--- config.mk ---
export PLATFORM = sky130hd
export DESIGN_NAME = sobel_frame_readout
export DESIGN_NICKNAME = d
export VERILOG_FILES = /design/src/rtl/sobel_frame_readout.sv
export SDC_FILE = /design/constraint.sdc
export NUM_CORES = 1
export LEC_CHECK = 0
export CAP_MARGIN = 20
export CORE_MARGIN = 2
export CORE_UTILIZATION = 50
export DETAILED_ROUTE_END_ITERATION = 10
export PLACE_DENSITY = 0.88
export RECOVER_POWER = 25
export SLEW_MARGIN = 25
export SYNTH_ARGS = -nofsm -noshare
export SYNTH_HDL_FRONTEND = slang
export SYNTH_SLANG_ARGS = --single-unit
--- constraint.sdc ---
create_clock -name clk_i -period 6.2 [get_ports clk_i]
set_input_delay 0.93 -clock clk_i [delete_from_list [all_inputs] [get_ports clk_i]]
set_output_delay 0.93 -clock clk_i [all_outputs]
set_load 0.1 [all_outputs]
--- src/rtl/sobel_frame_readout.sv ---
// Result capture and readout for the Sobel engine: forwards and counts engine writes,
// then streams the cropped frame from output memory over valid/ready with a last marker.
module sobel_frame_readout #(
    parameter int DATA_WIDTH        = 8,
    parameter int ADDR_WIDTH        = 16,
    parameter int IMAGE_ROW_SIZE    = 256,
    parameter int IMAGE_COLUMN_SIZE = 256,
    parameter int KERNEL_SIZE       = 3
) (
    input  logic                  clk_i,
    input  logic                  rst_i,
    input  logic                  eng_wr_en_i,
    input  logic [ADDR_WIDTH-1:0] eng_addr_i,
    input  logic [DATA_WIDTH-1:0] eng_data_i,
    input  logic                  eng_finish_i,
    output logic                  mem_wr_en_o,
    output logic [ADDR_WIDTH-1:0] mem_addr_o,
    output logic [DATA_WIDTH-1:0] mem_data_o,
    input  logic [DATA_WIDTH-1:0] mem_rdata_i,
    output logic                  out_valid_o,
    output logic [DATA_WIDTH-1:0] out_data_o,
    output logic                  out_last_o,
    input  logic                  out_ready_i,
    output logic [ADDR_WIDTH:0]   wr_count_o,
    output logic                  done_o,
    output logic [2:0]            err_o
);

    localparam int CW    = ADDR_WIDTH + 1;
    localparam int N_INT = (IMAGE_ROW_SIZE - KERNEL_SIZE + 1) * (IMAGE_COLUMN_SIZE - KERNEL_SIZE + 1);
    localparam logic [CW-1:0] N       = CW'(N_INT);
    localparam logic [CW-1:0] LAST    = N - CW'(1);
    localparam logic [CW-1:0] CNT_MAX = {1'b1, {ADDR_WIDTH{1'b0}}};

    typedef enum logic [1:0] {CAPTURE, DRAIN, DONE} state_t;

    state_t                state, state_next;
    logic [CW-1:0]         wr_count, wr_count_inc, rp, pop_cnt;
    logic                  addr_ok, wr_ok, rd_issue, pop, rd_vld_p1;
    logic [1:0]            fcnt, occ;
    logic                  wptr, rptr;
    logic [DATA_WIDTH-1:0] fifo_q [2];
    logic [2:0]            err, err_set;

    assign addr_ok      = {1'b0, eng_addr_i} < N;
    assign wr_ok        = (state == CAPTURE) && eng_wr_en_i && addr_ok;
    assign wr_count_inc = (wr_ok && (wr_count != CNT_MAX)) ? wr_count + CW'(1) : wr_count;

    assign out_valid_o  = (state == DRAIN) && (fcnt != 2'd0);
    assign out_data_o   = out_valid_o ? fifo_q[rptr] : '0;
    assign out_last_o   = out_valid_o && (pop_cnt == LAST);
    assign pop          = out_valid_o && out_ready_i;

    // Occupancy is taken after this cycle's pop so a steady stream keeps one read in flight.
    assign occ          = fcnt + 2'(rd_vld_p1) - 2'(pop);
    assign rd_issue     = (state == DRAIN) && (rp < N) && (occ < 2'd2);

    assign wr_count_o   = wr_count;
    assign done_o       = (state == DONE);
    assign err_o        = err;

    always_comb begin
        state_next  = state;
        mem_wr_en_o = 1'b0;
        mem_addr_o  = '0;
        mem_data_o  = '0;
        err_set     = 3'b000;
        case (state)
            CAPTURE: begin
                mem_addr_o  = eng_addr_i;
                mem_data_o  = eng_data_i;
                mem_wr_en_o = wr_ok;
                err_set[0]  = eng_wr_en_i && !addr_ok;
                if (eng_finish_i) begin
                    state_next = DRAIN;
                    err_set[1] = (wr_count_inc != N);
                end
            end
            DRAIN: begin
                mem_addr_o = rp[ADDR_WIDTH-1:0];
                err_set[2] = eng_wr_en_i;
                if (pop && (pop_cnt == LAST)) state_next = DONE;
            end
            DONE: begin
                err_set[2] = eng_wr_en_i;
            end
            default: state_next = CAPTURE;
        endcase
    end

    always_ff @(posedge clk_i) begin
        if (rst_i) begin
            state     <= CAPTURE;
            wr_count  <= '0;
            rp        <= '0;
            pop_cnt   <= '0;
            rd_vld_p1 <= 1'b0;
            wptr      <= 1'b0;
            rptr      <= 1'b0;
            fcnt      <= 2'd0;
            err       <= 3'b000;
        end else begin
            state     <= state_next;
            wr_count  <= wr_count_inc;
            err       <= err | err_set;
            rd_vld_p1 <= rd_issue;
            if (rd_issue)  rp <= rp + CW'(1);
            if (rd_vld_p1) wptr <= ~wptr;
            if (pop) begin
                rptr    <= ~rptr;
                pop_cnt <= pop_cnt + CW'(1);
            end
            fcnt <= fcnt + 2'(rd_vld_p1) - 2'(pop);
        end
    end

    // Stage p1: registered memory read data lands in the skid FIFO
    always_ff @(posedge clk_i) begin
        if (rd_vld_p1) fifo_q[wptr] <= mem_rdata_i;
    end

endmodule

==> metrics.txt <==
# TYPE chip_impl_metric gauge
chip_impl_info{name="status",value="complete, but fails checks"} 1
chip_impl_info{name="failed_checks",value="max-capacitance violations, max-slew violations"} 1
chip_impl_metric{name="synth-edff-count",unit=""} 16
chip_impl_info{name="synth_ff_type",value="sky130_fd_sc_hd__dfxtp_1"} 1
chip_impl_metric{name="global_route_wire_length_before_repair",unit="mm"} 15.6
chip_impl_metric{name="hold_path_depth",unit=""} 2
chip_impl_metric{name="vias_in_the_first_global_route",unit=""} 3401
chip_impl_metric{name="firstDrtPassIters",unit=""} 6
chip_impl_metric{name="clock_slew_seen_by_the_registers_of_the_worst_setup_and_hold_paths",unit="ns"} 0.08
chip_impl_metric{name="synthDistinctLibCells",unit=""} 44
chip_impl_info{name="tritoncts",value="yes"} 1
chip_impl_metric{name="drc",unit=""} 0
chip_impl_metric{name="ff2ff_setup_slack",unit="ns"} 1.99
chip_impl_metric{name="syn_area",unit="µm²"} 3870
chip_impl_info{name="hold_class",value="reg2reg"} 1
chip_impl_info{name="ctsRootBufferMaster",value="sky130_fd_sc_hd__clkbuf_8"} 1
chip_impl_metric{name="chipHeight",unit="µm"} 92.0
chip_impl_metric{name="setup_skew_after_layout",unit="ns"} 0.00563
chip_impl_metric{name="clkSinkCount",unit=""} 78
chip_impl_info{name="setup.worst_path.start_class",value="flip-flop"} 1
chip_impl_metric{name="clkLatencyLatePin",unit="ns"} 0.35
chip_impl_metric{name="logic_depth_of_the_worst_register_to_register_path",unit=""} 15
chip_impl_metric{name="cts_made_buffers",unit=""} 9
chip_impl_metric{name="clock_buffer_depth",unit=""} 2
chip_impl_info{name="r2r-end",value="rp[12]$_SDFFE_PP0P_"} 1
chip_impl_metric{name="num_vias",unit=""} 3559
chip_impl_metric{name="report.final.hold_viol_count",unit=""} 0
chip_impl_metric{name="post_drt_wl_per_cell",unit="µm"} 15.1
chip_impl_metric{name="grt_use_total",unit="%"} 22.8
chip_impl_metric{name="fmax",unit="MHz"} 226
chip_impl_metric{name="fp.dieArea",unit="µm²"} 8460
chip_impl_metric{name="core.rowCount",unit=""} 32
chip_impl_info{name="worstSetupEndpointType",value="primary output"} 1
chip_impl_metric{name="final_util",unit="%"} 66.4
chip_impl_metric{name="period_needed",unit="ns"} 4.42
chip_impl_metric{name="power.ir.vdd_worst",unit="mV"} 0.209
chip_impl_info{name="whs_endpoint",value="pop_cnt[1]$_SDFFE_PP0P_"} 1
chip_impl_metric{name="synth_area_per_cell",unit="µm²"} 8.98
chip_impl_info{name="critPathKind",value="reg2out"} 1
chip_impl_metric{name="htreeDepth",unit=""} 3
chip_impl_metric{name="syn_nets",unit=""} 478
chip_impl_metric{name="holdBufCountCts",unit=""} 0
chip_impl_metric{name="synthesis.instances",unit=""} 431
chip_impl_metric{name="grt_overflow",unit=""} 0
chip_impl_metric{name="antenna_diode_count",unit=""} 0
chip_impl_metric{name="arrival",unit="ns"} 3.49
chip_impl_metric{name="grt_start_max_net_pins",unit=""} 63
chip_impl_metric{name="drt_first_iter_violations",unit=""} 222
chip_impl_metric{name="synth-warning-count",unit=""} 0
chip_impl_metric{name="fin_tns_setup",unit="ns"} 0
chip_impl_info{name="reg2reg_from",value="state[1]$_SDFFE_PP0P_"} 1
chip_impl_metric{name="synth_sequential_area_ratio",unit="%"} 44.5
chip_impl_metric{name="crit_fanout",unit=""} 28
chip_impl_metric{name="design.core.area",unit="µm²"} 7610
chip_impl_metric{name="floorplan.initialDensity",unit="%"} 50.9
chip_impl_metric{name="power_density",unit="nW/µm²"} 432
chip_impl_metric{name="static-leakage-power",unit="nW"} 1.77
chip_impl_metric{name="final_net_count",unit=""} 560
chip_impl_metric{name="final_max_slew_viol_count",unit=""} 63
chip_impl_metric{name="worst_ep_required_time",unit="ns"} 5.27
chip_impl_metric{name="area_delta_synth_final",unit="%"} 30.4
chip_impl_metric{name="port_buffers",unit=""} 92
chip_impl_metric{name="postCtsSetupBuffers",unit=""} 0
chip_impl_metric{name="postCtsResizedCells",unit=""} 0
chip_impl_info{name="setup_repair_after_global_routing_missed_its_margin",value="false"} 1
chip_impl_metric{name="io_pins",unit=""} 93
chip_impl_metric{name="async_flop_share",unit="%"} 0
chip_impl_metric{name="viasPerCell",unit=""} 5.74
chip_impl_metric{name="antenna_found_initial",unit=""} 0
chip_impl_metric{name="gp_congestion",unit=""} 0.884
chip_impl_metric{name="synth_seq_cells",unit=""} 78
chip_impl_metric{name="tightestPinTransition",unit="ns"} 2.64
chip_impl_info{name="hold_path_startpoint",value="pop_cnt[1]$_SDFFE_PP0P_"} 1
chip_impl_metric{name="number_of_endpoints_failing_setup_at_the_final_stage",unit=""} 0
chip_impl_metric{name="post_route_total_power",unit="W"} 0.00218
chip_impl_metric{name="max_slew_margin",unit="%"} -76.1
chip_impl_metric{name="final_antenna_net_count",unit=""} 0
chip_impl_metric{name="detail_route.wirelength",unit="mm"} 9.35
chip_impl_metric{name="dieWidth",unit="µm"} 92.0
chip_impl_metric{name="dp_hpwl",unit="mm"} 6.58
chip_impl_metric{name="finalCritPeriodShare",unit="%"} 71.3
chip_impl_metric{name="layout-drive-gt1-share",unit="%"} 3.86
chip_impl_metric{name="drv.max_cap_violation_count",unit=""} 1
==> metal layers <==
metal  up-vias  routed length [µm]  track usage, %
met5         -                   0               0
met4         0                 228            9.70
met3        26                 558            5.42
met2       157                4550            37.3
met1      1686                4010            28.9
li1       1690                   -               -
==> critical path, cell delays in order, from the launching register on <==
cell and delay, ns:
sky130_fd_sc_hd__dfxtp_1 0.33, sky130_fd_sc_hd__inv_1 0.12, sky130_fd_sc_hd__ha_1 0.80, sky130_fd_sc_hd__nand2_1 0.46, sky130_fd_sc_hd__nor2_1 0.25, sky130_fd_sc_hd__clkdlybuf4s50_1 1.17
==> power breakdown <==
group	switching (W)	internal [W]	leakage [nW]
registers	0.0000339	0.000559	0.646
clock network	0.000178	0.000235	0.108
logic	0.000893	0.000282	1.01
==> cell families (layout without fill, tap and decap cells) <==
logic type	after synthesis	in the layout	synth area share, %
DFF	78	78	44.5
AOI/OAI and AO/OA	58	58	10.3
adders and majority gates	10	10	3.23
muxes	11	11	2.84
and+or+nand+nor	196	196	25.7
xor gates and xnor gates	42	42	9.89
buffers and inverters	36	123	3.59
==> stage by stage <==
| stage | setup WS [ns] | hold slack (ns) | cells | area, µm² |
|---|---|---|---|---|
| after detailed placement | 1.94 | 0.473 | 604 | 4840 |
| final | 1.78 | 0.482 | 620 | 5050 |
| after global placement | 1.96 | 0.455 | 604 | 4840 |
| after global routing | 1.51 | 0.505 | 620 | 5050 |
| after CTS | 1.77 | 0.484 | 620 | 5050 |
| after floorplan | 2.34 | 0.440 | 431 | 3870 |
==> registers in the layout, indices dropped and copies added (netlist names), named ones only <==
register / count
wr_count_o: 17
pop_cnt: 17
state: 2
rd_vld_p1: 1
rptr: 1
err_o: 3
fcnt: 2
rp: 17
fifo_q: 16
wptr: 1
==> worst max-delay path by stage <==
stage	cells past startpoint	endpoint	startpoint	slack [ns]
CTS	5	mem_wr_en_o	state[1]$_SDFFE_PP0P_	1.77
detailed placement	6	mem_wr_en_o	eng_addr_i[4]	1.94
global placement	6	mem_wr_en_o	eng_addr_i[4]	1.96
global route	5	mem_wr_en_o	state[1]$_SDFFE_PP0P_	1.51
floorplan	17	rp[13]$_SDFFE_PP0P_	state[1]$_SDFFE_PP0P_	2.34
finish	5	mem_wr_en_o	state[1]$_SDFFE_PP0P_	1.78
==> Yosys cell counts, types with 14 or more instances <==
cell	count	area [µm²]
sky130_fd_sc_hd__nand2_1	31	116
sky130_fd_sc_hd__dfxtp_1	62	1240
sky130_fd_sc_hd__nor4_1	14	87.6
sky130_fd_sc_hd__clkbuf_1	17	63.8
sky130_fd_sc_hd__edfxtp_1	16	480
sky130_fd_sc_hd__a22o_1	16	140
sky130_fd_sc_hd__and2_1	14	87.6
sky130_fd_sc_hd__xnor2_1	24	210
sky130_fd_sc_hd__xor2_1	17	149
sky130_fd_sc_hd__nand4_1	16	100
sky130_fd_sc_hd__nor2_1	65	244
sky130_fd_sc_hd__a21oi_1	15	75.1
==> placed cells by master (no fill, tap or decap), types with 11 or more instances in the layout <==
cell type / Yosys / layout
sky130_fd_sc_hd__dfxtp_1: 62 / 62
sky130_fd_sc_hd__a21oi_1: 15 / 15
sky130_fd_sc_hd__clkdlybuf4s50_1: 0 / 83
sky130_fd_sc_hd__and2_1: 14 / 13
sky130_fd_sc_hd__mux2i_1: 11 / 11
sky130_fd_sc_hd__edfxtp_1: 16 / 16
sky130_fd_sc_hd__inv_1: 13 / 13
sky130_fd_sc_hd__nor4_1: 14 / 14
sky130_fd_sc_hd__o21ai_0: 11 / 11
sky130_fd_sc_hd__nand4_1: 16 / 16
sky130_fd_sc_hd__xnor2_1: 24 / 24
sky130_fd_sc_hd__nor2_1: 65 / 65
sky130_fd_sc_hd__xor2_1: 17 / 17
sky130_fd_sc_hd__nand2_1: 31 / 31
sky130_fd_sc_hd__a22o_1: 16 / 16
==> area by class of cell <==
class / count / area, µm²
timing repair buffer: 93 / 922
clock inverter: 5 / 72.6
tap: 102 / 128
sequential: 78 / 1720
multi-input combinational: 317 / 2010
fill: 604 / 2560
clock buffer: 11 / 141
inverter: 14 / 52.6
(Power assumes the default switching activity.)
